--- config.mk ---
export PLATFORM = sky130hd
export DESIGN_NAME = e1_p2s_buf
export DESIGN_NICKNAME = d
export VERILOG_FILES = /design/src/rtl/e1_p2s_buf.sv
export SDC_FILE = /design/constraint.sdc
export NUM_CORES = 1
export LEC_CHECK = 0
export CAP_MARGIN = 20
export CORE_ASPECT_RATIO = 0.8
export CORE_MARGIN = 1
export CORE_UTILIZATION = 54
export DETAILED_ROUTE_END_ITERATION = 8
export HOLD_SLACK_MARGIN = 0.12
export PLACE_DENSITY_LB_ADDON = 0.05
export SLEW_MARGIN = 10
export SYNTH_ARGS = -nofsm -noshare
export SYNTH_HDL_FRONTEND = slang
export SYNTH_SLANG_ARGS = --single-unit
--- constraint.sdc ---
create_clock -name clk -period 30.1 [get_ports clk]
set_input_delay 9.03 -clock clk [delete_from_list [all_inputs] [get_ports clk]]
set_output_delay 9.03 -clock clk [all_outputs]
set_load 0.005 [all_outputs]
--- src/rtl/e1_p2s_buf.sv ---
// E1 parallel-to-serial buffer: queues whole bundles in a small FIFO and
// streams each bundle out one word per cycle, word 0 first.
module e1_p2s_buf #(
  parameter int SEQ_CNT        = 5,
  parameter int APP_DATA_WIDTH = 64,
  parameter int DEPTH          = 2
) (
  input  logic                              clk,
  input  logic                              rst,
  input  logic [APP_DATA_WIDTH*SEQ_CNT-1:0] par_in,
  input  logic                              par_in_valid,
  output logic                              par_in_ready,
  output logic [APP_DATA_WIDTH-1:0]         seq_out,
  output logic                              seq_out_valid,
  input  logic                              seq_out_ready,
  output logic                              seq_last,
  output logic                              busy
);

  localparam int BUS_W = APP_DATA_WIDTH * SEQ_CNT;
  localparam int PTR_W = $clog2(DEPTH);
  localparam int CNT_W = $clog2(DEPTH + 1);
  localparam int IDX_W = (SEQ_CNT > 1) ? $clog2(SEQ_CNT) : 1;

  localparam logic [IDX_W-1:0] LAST_IDX  = IDX_W'(SEQ_CNT - 1);
  localparam logic [CNT_W-1:0] FULL_CNT  = CNT_W'(DEPTH);
  localparam logic [PTR_W-1:0] PTR_ONE   = PTR_W'(1);
  localparam logic [IDX_W-1:0] IDX_ONE   = IDX_W'(1);
  localparam logic [CNT_W-1:0] CNT_ONE   = CNT_W'(1);
  localparam logic [CNT_W-1:0] CNT_ZERO  = CNT_W'(0);

  logic [BUS_W-1:0]          mem_r [DEPTH];
  logic [PTR_W-1:0]          wr_ptr_r;
  logic [PTR_W-1:0]          rd_ptr_r;
  logic [CNT_W-1:0]          count_r;
  logic [IDX_W-1:0]          idx_r;

  logic [BUS_W-1:0]          head_s;
  logic [APP_DATA_WIDTH-1:0] word_s;
  logic                      not_empty_s;
  logic                      push_s;
  logic                      word_hs_s;
  logic                      pop_s;

  // Handshake decode; ready ignores same-cycle pops so no path from seq_out_ready.
  always_comb begin
    not_empty_s  = (count_r != CNT_ZERO);
    par_in_ready = !rst && (count_r < FULL_CNT);
    push_s       = par_in_valid && par_in_ready;
    word_hs_s    = not_empty_s && seq_out_ready;
    pop_s        = word_hs_s && (idx_r == LAST_IDX);
  end

  // Bundle storage; contents are deliberately left unreset.
  always_ff @(posedge clk) begin
    if (push_s) begin
      mem_r[wr_ptr_r] <= par_in;
    end
  end

  // FIFO pointers and occupancy.
  always_ff @(posedge clk) begin
    if (rst) begin
      wr_ptr_r <= {PTR_W{1'b0}};
      rd_ptr_r <= {PTR_W{1'b0}};
      count_r  <= CNT_ZERO;
    end else begin
      if (push_s) begin
        wr_ptr_r <= wr_ptr_r + PTR_ONE;
      end
      if (pop_s) begin
        rd_ptr_r <= rd_ptr_r + PTR_ONE;
      end
      case ({push_s, pop_s})
        2'b10:   count_r <= count_r + CNT_ONE;
        2'b01:   count_r <= count_r - CNT_ONE;
        default: count_r <= count_r;
      endcase
    end
  end

  // Word index within the head bundle; wraps to 0 as the bundle pops.
  always_ff @(posedge clk) begin
    if (rst) begin
      idx_r <= {IDX_W{1'b0}};
    end else if (word_hs_s) begin
      if (idx_r == LAST_IDX) begin
        idx_r <= {IDX_W{1'b0}};
      end else begin
        idx_r <= idx_r + IDX_ONE;
      end
    end
  end

  // Head-word select: word i sits at bits [(i+1)*W-1 : i*W] of the bundle.
  always_comb begin
    head_s = mem_r[rd_ptr_r];
    word_s = {APP_DATA_WIDTH{1'b0}};
    for (int i = 0; i < SEQ_CNT; i++) begin
      if (idx_r == IDX_W'(i)) begin
        word_s = head_s[i*APP_DATA_WIDTH +: APP_DATA_WIDTH];
      end else begin
        word_s = word_s;
      end
    end
  end

  // Output stream; all terms come from registered state so they hold under stall.
  always_comb begin
    seq_out       = word_s;
    seq_out_valid = not_empty_s;
    seq_last      = not_empty_s && (idx_r == LAST_IDX);
    busy          = not_empty_s;
  end

endmodule

==> impl_summary.txt <==
----------------------------------------------------
[Setup path]
  Category of the most critical setup path ... in2out
  Worst setup startpoint ... rst
  Crit path capture type ... output port
  Required time reported for the critical path endpoint ... about 21 ns
  Buf+Inv Stages, Crit Path ... 2
  Worst endpoint data arrival time ... 10.39 ns
  Crit-path max FO ... 9
  Critical path, cell by cell ... clkdlybuf4s50_1 -> nor2_1 -> clkdlybuf4s50_1
  Top delay family on crit path ... buffers and inverters
  R2R Path Start ... count_r[1]$_SDFFE_PP0P_
  Type of element launching the critical path ... primary input
  Highest cell delay on the worst timing path ... 0.57 ns
  Standard cell with the maximum stage delay on the critical path ... sky130_fd_sc_hd__clkdlybuf4s50_1
  R2R cell count ... 4
  R2R setup slack ... 26.75 ns
  Most repeated library cell on the critical path ... sky130_fd_sc_hd__clkdlybuf4s50_1
  End of the worst register-to-register path ... mem_r[1][90]$_DFFE_PP_

[Route]
  Post-DRT Antenna Nets ... 0
  Number of vias per cell ... roughly 5.6
  Vias ... between 10000 and 15000
  DR WL/cell ... around 23 um
  DRC ... 0
  Router iterations before antenna repair ... 5
  Initial DRC Count ... about 770
  Routed Wire Length ... between 50000 and 60000 um

[Clock network]
  CTS Buf Count ... just over 60
  Reg clk slew, reported paths ... about 0.060 ns
  Hold buffer count at cts ... 0
  Worst-case clock buffer depth ... 3
  Total number of clock tree sinks ... about 650
  CTS tree ... yes
  H-tree levels ... 2
  Buffers inserted during post-CTS setup optimization ... 0
  Clock insertion delay at the later pin of the skew report ... slightly above 0.6 ns
  Clock tree root buffer cell ... sky130_fd_sc_hd__clkbuf_16
  Post_cts resized ... 0

[Outcome]
  Run status ... finished clean

[Power and ir drop]
  Pwr dens ... 60.50 mW/mm2
  Leakage power ... ~10 nW
  Worst-case vdd ir drop ... 62.49 uV

[Synthesis]
  Combinational family with the most area after synthesis ... multiplexers
  Share of the synthesized area in compound gates (AO/OA/AOI/OAI) ... 0.07105
  Post-synthesis register bit count ... roughly 650
  Area of the mapped netlist ... between 0.02 and 0.03 mm2
  Average instance area after synthesis ... about 20 um2
  Synthesized net count ... 1608
  Share of the synthesized netlist area taken by xor and xnor gates ... 0.001045
  Simple-gate portion of the synthesized area ... 0.005025
  Fraction of synthesized area in multiplexers ... 0.1310
  Count of unique library cells instantiated by Yosys ... 32
  Post-synthesis instance total ... ~1300
  Post-synthesis sequential area ratio ... 0.7706
  Arithmetic-cell share of the synthesized area counting full adders, half adders and majority gates ... 0.002985
  Number of warnings reported in the yosys synthesis log ... 0

[Layout]
  Share of final-layout standard cells stronger than drive strength 1 ... 0.1317
  Fillers ... 3051
  Area overhead of the layout relative to synthesis ... 25.00%
  Area of all sequential standard cells ... between 0.015 and 0.02 mm2
  Multi-input logic area ... about 0.0053 mm2
  Post-layout nets ... 2003

[STA]
  Max Slew Vio Count ... 0
  Crit share post-route ... 0.6451
  Setup tns final ... 0 ns
  Worst-Margin Slew ... approximately 1.2 ns
  Hold Slack ... ~0.5 ns
  Slew Limit Headroom ... 0.2293
  Setup repair after global routing missed its margin ... false
  FMAX ... a little over 50 MHz
  Final min period ... 19.42 ns
  Number of failing hold endpoints at the final stage ... 0
  Worst Skew ... roughly 0.019 ns
  Setup violations, final ... 0

[Floorplan]
  Core area ... 0.04581 mm2
  Die W ... about 240 um
  Initial cell density of the core ... 0.5490
  I/O Pins ... about 390
  Row count ... 70
  Vert. Die Dim ... slightly below 200 um
  Area of the die ... 0.04744 mm2

[Worst hold path]
  Worst min-delay path startpoint ... idx_r[0]$_SDFFE_PP0N_
  End point of the worst hold path ... idx_r[0]$_SDFFE_PP0N_
  Hold WC Path Type ... reg2reg
  Depth of the worst hold-timing path ... 2

[Placed design]
  Post-detailed-placement half-perimeter wirelength ... 32790 um
  IO Port Bufs ... 391
  GPL Wtd Cong ... 0.7767

[Global route]
  Overall global routing resource usage ... 0.2263
  Wire length of the first global-routing pass ... between 70000 and 80000 um
  Via count of the first global-routing pass ... ~13000
  Pin count of the biggest net entering global routing ... about 170
  Number of antenna violations at the first check in global routing ... 26
  GRT overflow ... 0

[Flow run]
  Max-capacitance violation count ... 0

----------------------------------------------------
==> registers in the layout (all words and copies together), names as in the netlist, named ones only <==
register and cells:
mem_r 640, wr_ptr_r 1, idx_r 3, rd_ptr_r 1, count_r 2
==> logic make-up after synthesis <==
logic type,after synthesis
AOI/OAI and AO/OA,201
xor gates and xnor gates,3
adders and majority gates,6
buffers and inverters,76
DFF,648
muxes,321
and+or+nand+nor,23
==> per-layer routing <==
| layer | vias up | global-route usage | wire length [um] |
|---|---|---|---|
| met1 | 6539 | 0.2994 | 22360 |
| li1 | 6047 | - | - |
| met5 | - | 0 | 233 |
| met2 | 363 | 0.3622 | 26190 |
| met3 | 111 | 0.06996 | 4228 |
| met4 | 32 | 0.06685 | 1266 |
==> worst register-to-register path: cells and delay by family (launching register included) <==
kind                   cells  cell delay (ns)
buffers and inverters      2             1.59
and+or+nand+nor            2             0.96
DFF                        1             0.35
==> layout make-up <==
class | count | area share
sequential | 648 | 0.6166
multi-input combinational | 554 | 0.1700
timing repair buffer | 405 | 0.1290
clock buffer | 83 | 0.05318
tap | 612 | 0.02436
clock inverter | 30 | 0.005851
antenna | 8 | 0.0006369
inverter | 3 | 0.0003582
==> layout by cell type, fill, tap and decap left out, types with 2 or more instances in the layout <==
master                              n
sky130_fd_sc_hd__a211o_1           64
sky130_fd_sc_hd__a21oi_1            5
sky130_fd_sc_hd__buf_12             3
sky130_fd_sc_hd__buf_4             11
sky130_fd_sc_hd__bufinv_16          2
sky130_fd_sc_hd__clkbuf_1          18
sky130_fd_sc_hd__clkbuf_16         63
sky130_fd_sc_hd__clkbuf_8           2
sky130_fd_sc_hd__clkdlybuf4s50_1  391
sky130_fd_sc_hd__clkinv_1          16
sky130_fd_sc_hd__clkinv_2          11
sky130_fd_sc_hd__dfxtp_1            7
sky130_fd_sc_hd__diode_2            8
sky130_fd_sc_hd__edfxtp_1         640
sky130_fd_sc_hd__ha_1               6
sky130_fd_sc_hd__inv_1              3
sky130_fd_sc_hd__mux2_2            64
sky130_fd_sc_hd__mux2i_1          257
sky130_fd_sc_hd__nand2_1            3
sky130_fd_sc_hd__nor2_1             5
sky130_fd_sc_hd__o21ai_0            2
sky130_fd_sc_hd__o22ai_1           68
sky130_fd_sc_hd__o22ai_2           60
sky130_fd_sc_hd__or3_1              4
sky130_fd_sc_hd__xnor2_1            2
==> where the power goes <==
part / internal, mW / switching (mW)
logic: 0.0795 / 0.0643
clock network: 0.403 / 0.313
registers: 1.03 / 0.00796
total: 1.52 / 0.385
==> Yosys cell counts, drive strengths merged <==
library cell	count	area (um2)
a211o	64	560.5
a21bo	1	10.01
a21oi	5	25.02
and2	3	20.02
and3	1	6.260
buf	57	370.3
clkbuf	16	80.08
dfxtp	8	160.2
edfxtp	640	19220
ha	6	75.07
inv	3	11.26
mux2	64	720.7
mux2i	257	2572
nand2	4	15.01
nor2	6	22.52
nor2b	1	6.260
nor4	1	6.260
o21ai	3	15.01
o22ai	128	1176
or2	1	6.260
or3	4	25.02
or3b	1	8.760
or4b	1	10.01
xnor2	2	17.52
xor2	1	8.760
==> how the worst max path moves through the flow <==
stage / endpoint / cells after the start / slack [ns]
floorplan: mem_r[0][0]$_DFFE_PP_ / 4 / 6.37
global placement: par_in_ready / 3 / 10.72
detailed placement: par_in_ready / 3 / 10.69
CTS: par_in_ready / 3 / 10.68
global route: par_in_ready / 3 / 10.60
finish: par_in_ready / 3 / 10.68
==> through the flow <==
stage | worst slack, ns | cells | power, mW | util | cell area (um2)
after floorplan | 6.368 | 1278 | 1.130 | - | 25150
after global placement | 10.72 | 2222 | 1.202 | 0.6453 | 29560
after detailed placement | 10.69 | 2222 | 1.206 | 0.6453 | 29560
after CTS | 10.68 | 2335 | 1.923 | 0.6858 | 31410
after global routing | 10.60 | 2339 | 1.967 | 0.6860 | 31420
final | 10.68 | 2343 | 1.902 | 0.6862 | 31430
No activity file was read; power rests on OpenSTA's default activity.
